**config.mk**
```make
export PLATFORM = sky130hd
export DESIGN_NAME = multicycle_cpu_core_flat
export DESIGN_NICKNAME = d
export VERILOG_FILES = /design/src/rtl/mc_cpu_pkg.sv /design/src/rtl/multicycle_cpu_core_if.sv /design/src/rtl/mc_regfile.sv /design/src/rtl/multicycle_cpu_core.sv /design/src/flat_wrapper.sv
export SDC_FILE = /design/constraint.sdc
export NUM_CORES = 1
export LEC_CHECK = 0
export CAP_MARGIN = 20
export CORE_UTILIZATION = 30
export CTS_BUF_LIST = sky130_fd_sc_hd__clkbuf_4
export CTS_CLUSTER_DIAMETER = 80
export DETAILED_ROUTE_END_ITERATION = 10
export PLACE_DENSITY = 0.5
export REMOVE_ABC_BUFFERS = 1
export SYNTH_ARGS = -nofsm -noshare
export SYNTH_HDL_FRONTEND = slang
export SYNTH_SLANG_ARGS = --single-unit
```
**constraint.sdc**
```tcl
create_clock -name clk -period 4.05 [get_ports clk]
set_clock_uncertainty 0.05 [all_clocks]
set_input_delay 1.215 -clock clk [delete_from_list [all_inputs] [get_ports clk]]
set_output_delay 1.215 -clock clk [all_outputs]
set_load 0.02 [all_outputs]
```
**src/rtl/mc_cpu_pkg.sv**
```systemverilog
`default_nettype none
// ----------------------------------------------------------------------------
// mc_cpu_pkg: shared state, opcode and ALU-control encodings for the core.
// Revision 1.0
// ----------------------------------------------------------------------------
package mc_cpu_pkg;

  typedef enum logic [2:0] {
    S_FETCH  = 3'd0,
    S_DECODE = 3'd1,
    S_EXEC   = 3'd2,
    S_MEM    = 3'd3,
    S_WB     = 3'd4
  } state_e;

  typedef enum logic [2:0] {
    ALU_AND = 3'b000,
    ALU_OR  = 3'b001,
    ALU_ADD = 3'b010,
    ALU_SUB = 3'b110,
    ALU_SLT = 3'b111
  } alu_ctl_e;

  localparam logic [5:0] OP_RTYPE = 6'b000000;
  localparam logic [5:0] OP_ADDI  = 6'b001000;
  localparam logic [5:0] OP_LW    = 6'b100011;
  localparam logic [5:0] OP_SW    = 6'b101011;
  localparam logic [5:0] OP_BEQ   = 6'b000100;
  localparam logic [5:0] OP_J     = 6'b000010;

  localparam logic [5:0] FN_ADD = 6'b100000;
  localparam logic [5:0] FN_SUB = 6'b100010;
  localparam logic [5:0] FN_AND = 6'b100100;
  localparam logic [5:0] FN_OR  = 6'b100101;
  localparam logic [5:0] FN_SLT = 6'b101010;

  function automatic logic is_legal(input logic [5:0] op, input logic [5:0] fn);
    logic ok;
    ok = 1'b0;
    case (op)
      OP_RTYPE: ok = (fn == FN_ADD) || (fn == FN_SUB) || (fn == FN_AND) ||
                     (fn == FN_OR)  || (fn == FN_SLT);
      OP_ADDI, OP_LW, OP_SW, OP_BEQ, OP_J: ok = 1'b1;
      default: ok = 1'b0;
    endcase
    return ok;
  endfunction

  function automatic alu_ctl_e alu_ctl_for(input logic [5:0] op, input logic [5:0] fn);
    alu_ctl_e ctl;
    ctl = ALU_ADD;
    if (op == OP_RTYPE) begin
      case (fn)
        FN_SUB:  ctl = ALU_SUB;
        FN_AND:  ctl = ALU_AND;
        FN_OR:   ctl = ALU_OR;
        FN_SLT:  ctl = ALU_SLT;
        default: ctl = ALU_ADD;
      endcase
    end else if (op == OP_BEQ) begin
      ctl = ALU_SUB;
    end
    return ctl;
  endfunction

endpackage
`default_nettype wire

```
**src/rtl/multicycle_cpu_core_if.sv**
```systemverilog
`default_nettype none
// ----------------------------------------------------------------------------
// multicycle_cpu_core_if: instruction ROM port and handshaked data-memory bus.
// Revision 1.0
// ----------------------------------------------------------------------------
interface multicycle_cpu_core_if #(
  parameter int N    = 8,
  parameter int PC_W = 8
);
  logic [PC_W-1:0] imem_addr;
  logic [31:0]     imem_rdata;
  logic            dmem_req;
  logic            dmem_we;
  logic [N-1:0]    dmem_addr;
  logic [N-1:0]    dmem_wdata;
  logic [N-1:0]    dmem_rdata;
  logic            dmem_ready;

  modport master (
    output imem_addr, dmem_req, dmem_we, dmem_addr, dmem_wdata,
    input  imem_rdata, dmem_rdata, dmem_ready
  );

  modport slave (
    input  imem_addr, dmem_req, dmem_we, dmem_addr, dmem_wdata,
    output imem_rdata, dmem_rdata, dmem_ready
  );
endinterface
`default_nettype wire

```
**src/rtl/mc_regfile.sv**
```systemverilog
`default_nettype none
// ----------------------------------------------------------------------------
// mc_regfile: NREG x N register file, two async reads + debug read, one write.
// Revision 1.0
// ----------------------------------------------------------------------------
module mc_regfile #(
  parameter  int N    = 8,
  parameter  int NREG = 8,
  localparam int RW   = $clog2(NREG)
) (
  input  logic          clk,
  input  logic          rst,
  input  logic [RW-1:0] ra1_i,
  input  logic [RW-1:0] ra2_i,
  input  logic [RW-1:0] dbg_ra_i,
  output logic [N-1:0]  rd1_o,
  output logic [N-1:0]  rd2_o,
  output logic [N-1:0]  dbg_rd_o,
  input  logic          we_i,
  input  logic [RW-1:0] wa_i,
  input  logic [N-1:0]  wd_i
);

  logic [N-1:0] regs_q [NREG];

  // R0 is never written, so it holds its cleared value forever.
  always_ff @(posedge clk) begin
    if (!rst) begin
      for (int i = 0; i < NREG; i++) regs_q[i] <= '0;
    end else if (we_i && (wa_i != '0)) begin
      regs_q[wa_i] <= wd_i;
    end
  end

  assign rd1_o    = (ra1_i    == '0) ? '0 : regs_q[ra1_i];
  assign rd2_o    = (ra2_i    == '0) ? '0 : regs_q[ra2_i];
  assign dbg_rd_o = (dbg_ra_i == '0) ? '0 : regs_q[dbg_ra_i];

endmodule
`default_nettype wire

```
**src/rtl/multicycle_cpu_core.sv**
```systemverilog
`default_nettype none
// ----------------------------------------------------------------------------
// multicycle_cpu_core: FSM-sequenced MIPS-subset core with one shared ALU.
// Revision 1.0
// ----------------------------------------------------------------------------
module multicycle_cpu_core
  import mc_cpu_pkg::*;
#(
  parameter  int N    = 8,
  parameter  int NREG = 8,
  parameter  int PC_W = 8,
  localparam int RW   = $clog2(NREG)
) (
  input  logic                  clk,
  input  logic                  rst,
  multicycle_cpu_core_if.master bus,
  input  logic [RW-1:0]         dbg_ra,
  output logic [N-1:0]          dbg_rd,
  output logic [PC_W-1:0]       pc_out,
  output logic [2:0]            state_out,
  output logic                  instr_done,
  output logic                  illegal
);

  state_e          state_q, state_d;
  logic [PC_W-1:0] pc_q, pc_d;
  logic [31:0]     ir_q, ir_d;
  logic [N-1:0]    a_q, a_d, b_q, b_d;
  logic [N-1:0]    aluout_q, aluout_d, mdr_q, mdr_d;
  logic            illegal_q, illegal_d, done_q, done_d;

  logic [5:0]      w_dec_op, w_dec_fn, w_op, w_fn;
  logic [31:0]     w_imm_sx;
  logic [N-1:0]    w_imm, w_alu_b, w_alu_y, w_rd1, w_rd2, w_rf_wd;
  logic [PC_W-1:0] w_imm_pc, w_pc_inc;
  logic [RW-1:0]   w_rf_wa;
  logic            w_rf_we;
  alu_ctl_e        w_alu_ctl;
  logic            w_unused;

  // DECODE reads operands straight from the ROM word; later states use IR.
  assign w_dec_op = bus.imem_rdata[31:26];
  assign w_dec_fn = bus.imem_rdata[5:0];
  assign w_op     = ir_q[31:26];
  assign w_fn     = ir_q[5:0];
  assign w_imm_sx = {{16{ir_q[15]}}, ir_q[15:0]};
  assign w_imm    = w_imm_sx[N-1:0];
  assign w_imm_pc = w_imm_sx[PC_W-1:0];
  assign w_pc_inc = pc_q + PC_W'(1);
  assign w_unused = ^{ir_q, w_imm_sx};

  mc_regfile #(.N(N), .NREG(NREG)) u_regfile (
    .clk      (clk),
    .rst      (rst),
    .ra1_i    (bus.imem_rdata[21 +: RW]),
    .ra2_i    (bus.imem_rdata[16 +: RW]),
    .dbg_ra_i (dbg_ra),
    .rd1_o    (w_rd1),
    .rd2_o    (w_rd2),
    .dbg_rd_o (dbg_rd),
    .we_i     (w_rf_we),
    .wa_i     (w_rf_wa),
    .wd_i     (w_rf_wd)
  );

  assign w_rf_wa = (w_op == OP_RTYPE) ? ir_q[11 +: RW] : ir_q[16 +: RW];
  assign w_rf_wd = (w_op == OP_LW) ? mdr_q : aluout_q;

  assign w_alu_ctl = alu_ctl_for(w_op, w_fn);
  assign w_alu_b   = (w_op == OP_RTYPE) ? b_q : w_imm;

  always_comb begin
    w_alu_y = '0;
    case (w_alu_ctl)
      ALU_ADD: w_alu_y = a_q + w_alu_b;
      ALU_SUB: w_alu_y = a_q - w_alu_b;
      ALU_AND: w_alu_y = a_q & w_alu_b;
      ALU_OR:  w_alu_y = a_q | w_alu_b;
      ALU_SLT: w_alu_y = {{(N-1){1'b0}}, ($signed(a_q) < $signed(w_alu_b))};
      default: w_alu_y = '0;
    endcase
  end

  always_comb begin
    state_d   = state_q;
    pc_d      = pc_q;
    ir_d      = ir_q;
    a_d       = a_q;
    b_d       = b_q;
    aluout_d  = aluout_q;
    mdr_d     = mdr_q;
    illegal_d = illegal_q;
    done_d    = 1'b0;
    w_rf_we   = 1'b0;
    case (state_q)
      S_FETCH: state_d = S_DECODE;
      S_DECODE: begin
        ir_d = bus.imem_rdata;
        a_d  = w_rd1;
        b_d  = w_rd2;
        if (w_dec_op == OP_J) begin
          pc_d    = bus.imem_rdata[PC_W-1:0];
          done_d  = 1'b1;
          state_d = S_FETCH;
        end else if (!is_legal(w_dec_op, w_dec_fn)) begin
          illegal_d = 1'b1;
          pc_d      = w_pc_inc;
          done_d    = 1'b1;
          state_d   = S_FETCH;
        end else begin
          state_d = S_EXEC;
        end
      end
      S_EXEC: begin
        aluout_d = w_alu_y;
        if (w_op == OP_BEQ) begin
          pc_d    = (a_q == b_q) ? (w_pc_inc + w_imm_pc) : w_pc_inc;
          done_d  = 1'b1;
          state_d = S_FETCH;
        end else if ((w_op == OP_LW) || (w_op == OP_SW)) begin
          state_d = S_MEM;
        end else begin
          state_d = S_WB;
        end
      end
      S_MEM: begin
        if (bus.dmem_ready) begin
          if (w_op == OP_LW) begin
            mdr_d   = bus.dmem_rdata;
            state_d = S_WB;
          end else begin
            pc_d    = w_pc_inc;
            done_d  = 1'b1;
            state_d = S_FETCH;
          end
        end
      end
      S_WB: begin
        w_rf_we = 1'b1;
        pc_d    = w_pc_inc;
        done_d  = 1'b1;
        state_d = S_FETCH;
      end
      default: state_d = S_FETCH;
    endcase
  end

  always_ff @(posedge clk) begin
    if (!rst) begin
      state_q   <= S_FETCH;
      pc_q      <= '0;
      ir_q      <= '0;
      a_q       <= '0;
      b_q       <= '0;
      aluout_q  <= '0;
      mdr_q     <= '0;
      illegal_q <= 1'b0;
      done_q    <= 1'b0;
    end else begin
      state_q   <= state_d;
      pc_q      <= pc_d;
      ir_q      <= ir_d;
      a_q       <= a_d;
      b_q       <= b_d;
      aluout_q  <= aluout_d;
      mdr_q     <= mdr_d;
      illegal_q <= illegal_d;
      done_q    <= done_d;
    end
  end

  // Address, data and direction come from registers, so they hold through MEM.
  assign bus.imem_addr  = pc_q;
  assign bus.dmem_req   = (state_q == S_MEM);
  assign bus.dmem_we    = (w_op == OP_SW);
  assign bus.dmem_addr  = aluout_q;
  assign bus.dmem_wdata = b_q;

  assign pc_out     = pc_q;
  assign state_out  = state_q;
  assign instr_done = done_q;
  assign illegal    = illegal_q;

endmodule
`default_nettype wire

```
**src/flat_wrapper.sv**
```systemverilog
// flat-port wrapper written by rule: the top's interface ports become plain ports
module multicycle_cpu_core_flat import mc_cpu_pkg::*;
#(
  parameter  int N    = 8,
  parameter  int NREG = 8,
  parameter  int PC_W = 8,
  localparam int RW   = $clog2(NREG)
)
  (clk, rst, dbg_ra, dbg_rd, pc_out, state_out, instr_done, illegal, bus_imem_addr, bus_dmem_req, bus_dmem_we, bus_dmem_addr, bus_dmem_wdata, bus_imem_rdata, bus_dmem_rdata, bus_dmem_ready);
  multicycle_cpu_core_if #(.N(N), .PC_W(PC_W)) bus_i ();
  input  logic clk;
  input  logic rst;
  input  logic [RW-1:0] dbg_ra;
  output logic [N-1:0] dbg_rd;
  output logic [PC_W-1:0] pc_out;
  output logic [2:0] state_out;
  output logic instr_done;
  output logic illegal;
  output wire logic [$bits(bus_i.imem_addr)-1:0] bus_imem_addr;
  output wire logic [$bits(bus_i.dmem_req)-1:0] bus_dmem_req;
  output wire logic [$bits(bus_i.dmem_we)-1:0] bus_dmem_we;
  output wire logic [$bits(bus_i.dmem_addr)-1:0] bus_dmem_addr;
  output wire logic [$bits(bus_i.dmem_wdata)-1:0] bus_dmem_wdata;
  input wire logic [$bits(bus_i.imem_rdata)-1:0] bus_imem_rdata;
  input wire logic [$bits(bus_i.dmem_rdata)-1:0] bus_dmem_rdata;
  input wire logic [$bits(bus_i.dmem_ready)-1:0] bus_dmem_ready;
  assign bus_imem_addr = bus_i.imem_addr;
  assign bus_dmem_req = bus_i.dmem_req;
  assign bus_dmem_we = bus_i.dmem_we;
  assign bus_dmem_addr = bus_i.dmem_addr;
  assign bus_dmem_wdata = bus_i.dmem_wdata;
  assign bus_i.imem_rdata = bus_imem_rdata;
  assign bus_i.dmem_rdata = bus_dmem_rdata;
  assign bus_i.dmem_ready = bus_dmem_ready;
  multicycle_cpu_core #(.N(N), .NREG(NREG), .PC_W(PC_W)) u_core (.clk(clk), .rst(rst), .bus(bus_i), .dbg_ra(dbg_ra), .dbg_rd(dbg_rd), .pc_out(pc_out), .state_out(state_out), .instr_done(instr_done), .illegal(illegal));
endmodule
```
==> run_summary.xml <==
<?xml version="1.0" encoding="UTF-8"?>
<metrics>
  <group name="synthesis">
    <metric name="synth.avg_cell_area" unit="µm²">8.94</metric>
    <metric name="syn_area" unit="µm²">8270</metric>
    <metric name="post_synth_inst_count" unit="">925</metric>
    <metric name="synth_async_sr_flop_share" unit="%">0</metric>
    <metric name="synth_seq_cells" unit="">129</metric>
    <metric name="ys_seq_area_share" unit="%">39.0</metric>
    <metric name="number_of_enable_flip_flop_cells_after_synthesis" unit="">64</metric>
    <metric name="synth_warnings" unit="">0</metric>
    <metric name="synth_cell_types" unit="">72</metric>
    <metric name="yosys_most_used_dff" unit="">sky130_fd_sc_hd__dfxtp_1</metric>
  </group>
  <group name="worst_setup_path">
    <metric name="worst_ep_required_time" unit="ps">2780</metric>
    <metric name="endpoint_kind" unit="">output pin</metric>
    <metric name="worstPathCellList" unit="">clkdlybuf4s50_1, buf_12, o21ai_0, a221oi_1, buf_2</metric>
    <metric name="crit_path_max_incr_delay" unit="ps">520</metric>
    <metric name="critical_path_fanout_max" unit="">24</metric>
    <metric name="critical_path.slowest_cell" unit="">sky130_fd_sc_hd__clkdlybuf4s50_1</metric>
    <metric name="worstPathArrival" unit="ps">2550</metric>
    <metric name="element_type_at_the_critical_path_start" unit="">input pin</metric>
    <metric name="crit_type" unit="">in -&gt; out</metric>
  </group>
  <group name="placement">
    <metric name="dp_worst_setup_slack" unit="ps">-641</metric>
    <metric name="numPortBuffers" unit="">83</metric>
    <metric name="post-dp-hpwl" unit="mm">20.0</metric>
    <metric name="globalplace.congestion" unit="">0.876</metric>
    <metric name="numPlacedInstances" unit="">1330</metric>
    <metric name="dpl_cell_area" unit="µm²">9550</metric>
  </group>
  <group name="power_and_ir_drop">
    <metric name="p_leak" unit="nW">3.53</metric>
    <metric name="areal_power_density_over_the_cells" unit="nW/µm²">326</metric>
    <metric name="total_power" unit="W">0.00322</metric>
    <metric name="ir_drop" unit="V">0.000136</metric>
  </group>
  <group name="drt">
    <metric name="post-route-drc-count" unit="">0</metric>
    <metric name="highest-signal-layer" unit="">met4</metric>
    <metric name="wl_met2" unit="mm">12.2</metric>
    <metric name="drt_pass1_iterations" unit="">5</metric>
    <metric name="ant_nets" unit="">0</metric>
    <metric name="m1WireLength" unit="mm">12.5</metric>
    <metric name="drt-wirelength-per-cell" unit="µm">19.4</metric>
    <metric name="first_iter_violations" unit="">606</metric>
    <metric name="vias_per_cell" unit="">5.36</metric>
    <metric name="met3_wirelength" unit="mm">1.44</metric>
    <metric name="routed-via-count" unit="">7302</metric>
    <metric name="totalWireLength" unit="mm">26.5</metric>
  </group>
  <group name="run">
    <metric name="cap_viol_max_count" unit="">0</metric>
  </group>
  <group name="floorplan">
    <metric name="die_height" unit="µm">168</metric>
    <metric name="fp.dieW" unit="µm">168</metric>
    <metric name="design.die.area" unit="µm²">28200</metric>
    <metric name="pin_count" unit="">93</metric>
    <metric name="placement_rows" unit="">60</metric>
    <metric name="design.core.area" unit="µm²">27000</metric>
    <metric name="initial_core_util" unit="%">30.6</metric>
  </group>
  <group name="sta">
    <metric name="max_clk_rate" unit="MHz">262</metric>
    <metric name="post-route-period-util" unit="%">94.3</metric>
    <metric name="postLayoutSetupSlackWorst" unit="ps">231</metric>
    <metric name="finalSetupViolCount" unit="">0</metric>
    <metric name="final_max_slew_viol_count" unit="">0</metric>
    <metric name="tns" unit="ps">0</metric>
    <metric name="rsz0062_at_grt" unit="">false</metric>
    <metric name="final.min_clock_period" unit="ps">3820</metric>
    <metric name="worst_slew_pin_slew" unit="ps">1050</metric>
    <metric name="timing.slew.headroom" unit="%">29.7</metric>
    <metric name="finalHoldViolCount" unit="">0</metric>
  </group>
  <group name="clock_network">
    <metric name="tritoncts" unit="">built</metric>
    <metric name="cts.hold.buffers_added" unit="">0</metric>
    <metric name="clock_insertion_delay_worst_skew" unit="ps">540</metric>
    <metric name="clk_transition_reported_paths" unit="ps">110</metric>
    <metric name="clock_sinks" unit="">129</metric>
    <metric name="post_cts_buffers" unit="">0</metric>
    <metric name="cts_root_buffer" unit="">sky130_fd_sc_hd__clkbuf_4</metric>
    <metric name="htree_num_levels" unit="">4</metric>
    <metric name="number_of_buffers_inserted_during_clock_tree_synthesis" unit="">17</metric>
    <metric name="cts_buffer_depth" unit="">2</metric>
  </group>
  <group name="final_layout">
    <metric name="share_of_post_route_cells_with_drive_strength_above_1" unit="%">13.0</metric>
    <metric name="final_design_area_no_fill" unit="µm²">9860</metric>
    <metric name="final_cells" unit="">1363</metric>
    <metric name="layout.nets" unit="">1089</metric>
    <metric name="area.growth.synth_to_final" unit="%">19.2</metric>
  </group>
  <group name="grt">
    <metric name="vias_in_the_first_global_route" unit="">6900</metric>
    <metric name="grt.total_usage" unit="%">19.0</metric>
    <metric name="global_route_wire_length_before_repair" unit="mm">41.0</metric>
    <metric name="antenna_found_initial" unit="">1</metric>
    <metric name="globalRouteOverflowTotal" unit="">0</metric>
    <metric name="maximum_number_of_pins_on_one_net_before_global_route_repair" unit="">32</metric>
  </group>
  <group name="worst_hold_path">
    <metric name="hp-class" unit="">reg -&gt; reg</metric>
  </group>
  <group name="status">
    <metric name="run_status" unit="">finished, final reports clean</metric>
  </group>
</metrics>
where the power goes:
group | internal [W] | switching [W] | leakage (nW)
clock | 0.000456 | 0.000533 | 0.166
combinational | 0.000308 | 0.000419 | 2.18
sequential | 0.00143 | 0.0000741 | 1.19
state kept, by name, indices dropped and copies added (netlist names):
name and flops:
u_core.u_regfile.regs_q 64, u_core.ir_q 20, u_core.a_q 8, u_core.bus.dmem_addr 8
u_core.bus.dmem_wdata 8, u_core.bus.imem_addr 8, u_core.mdr_q 8, u_core.state_out 3
u_core.illegal 1, u_core.instr_done 1
worst max-delay path, delay by kind of cell:
| family | cells | cell delay [ps] |
|---|---|---|
| buf+inv | 3 | 930 |
| compound gates | 2 | 400 |
layout by cell type, fill, tap and decap left out, drive strengths merged, types with 20 or more instances in the layout:
cell	n
clkbuf	20
inv	41
nand2	142
mux4	24
edfxtp	64
buf	45
a21oi	74
o21ai	59
clkdlybuf4s50	73
nor3	25
nor2	105
ha	32
dfxtp	65
mux2i	23
synthesized netlist by cell type (22+ instances only):
| library cell | instances | share of area (%) |
|---|---|---|
| sky130_fd_sc_hd__a21oi_1 | 74 | 4.5 |
| sky130_fd_sc_hd__o21ai_0 | 58 | 3.5 |
| sky130_fd_sc_hd__inv_1 | 36 | 1.6 |
| sky130_fd_sc_hd__ha_1 | 32 | 4.8 |
| sky130_fd_sc_hd__edfxtp_1 | 64 | 23 |
| sky130_fd_sc_hd__nor3_1 | 23 | 1.4 |
| sky130_fd_sc_hd__mux2i_1 | 22 | 2.7 |
| sky130_fd_sc_hd__clkbuf_1 | 45 | 2.0 |
| sky130_fd_sc_hd__mux4_2 | 24 | 6.5 |
| sky130_fd_sc_hd__nand2_1 | 142 | 6.4 |
| sky130_fd_sc_hd__dfxtp_1 | 65 | 16 |
| sky130_fd_sc_hd__nor2_1 | 105 | 4.8 |
worst paths after layout:
path	startpoint	end	slack, ps	depth (start not counted)
setup / recovery	dbg_ra[2]	dbg_rd[0]	230	5
setup reg to reg	u_core.ir_q[26]	u_core.bus.dmem_addr[7]	290	12
hold / removal	u_core.ir_q[11]	u_core.ir_q[11]	410	2
hold reg to reg	u_core.ir_q[11]	u_core.ir_q[11]	410	2
cell families after synthesis:
family / Yosys count / synth area share (%)
AND/OR/NAND/NOR: 350 / 19.1
other: 1 / 0.0454
flip-flops: 129 / 39.0
buffers and inverters: 99 / 5.28
AO/OA/AOI/OAI: 226 / 17.0
adder cells (fa/ha/maj): 35 / 5.57
multiplexers: 64 / 11.8
XOR/XNOR: 21 / 2.22
layer usage:
metal,GRT usage [%],vias to the layer above
met3,3.29,21
met1,26.6,3553
met4,5.07,0
li1,-,3495
met5,0,-
met2,30.2,233
layout make-up:
| cell class | instances | area (µm²) |
|---|---|---|
| fill | 2808 | 17200 |
| multi-input combinational | 704 | 4660 |
| sequential | 129 | 3220 |
| timing repair buffer | 120 | 1100 |
| tap | 341 | 427 |
| clock inverter | 12 | 158 |
| clock buffer | 20 | 150 |
| inverter | 36 | 135 |
| antenna | 1 | 2.50 |
stage by stage:
| stage | util (%) | hold slack (ps) |
|---|---|---|
| 2_1_floorplan | - | 382 |
| 3_3_place_gp | 35.3 | 390 |
| 3_5_place_dp | 35.3 | 399 |
| 4_1_cts | 36.4 | 415 |
| 5_1_grt | 36.5 | 432 |
| 6_report | 36.5 | 413 |
what timing repair did:
action | CTS | global route
hold endpoints to repair | 0 | 0
pin swaps | 1 | 1
setup endpoints to repair | 8 | 7
gates resized for setup | 48 | 3
gates cloned | 0 | 0
No activity file was read; power rests on OpenSTA's default activity.
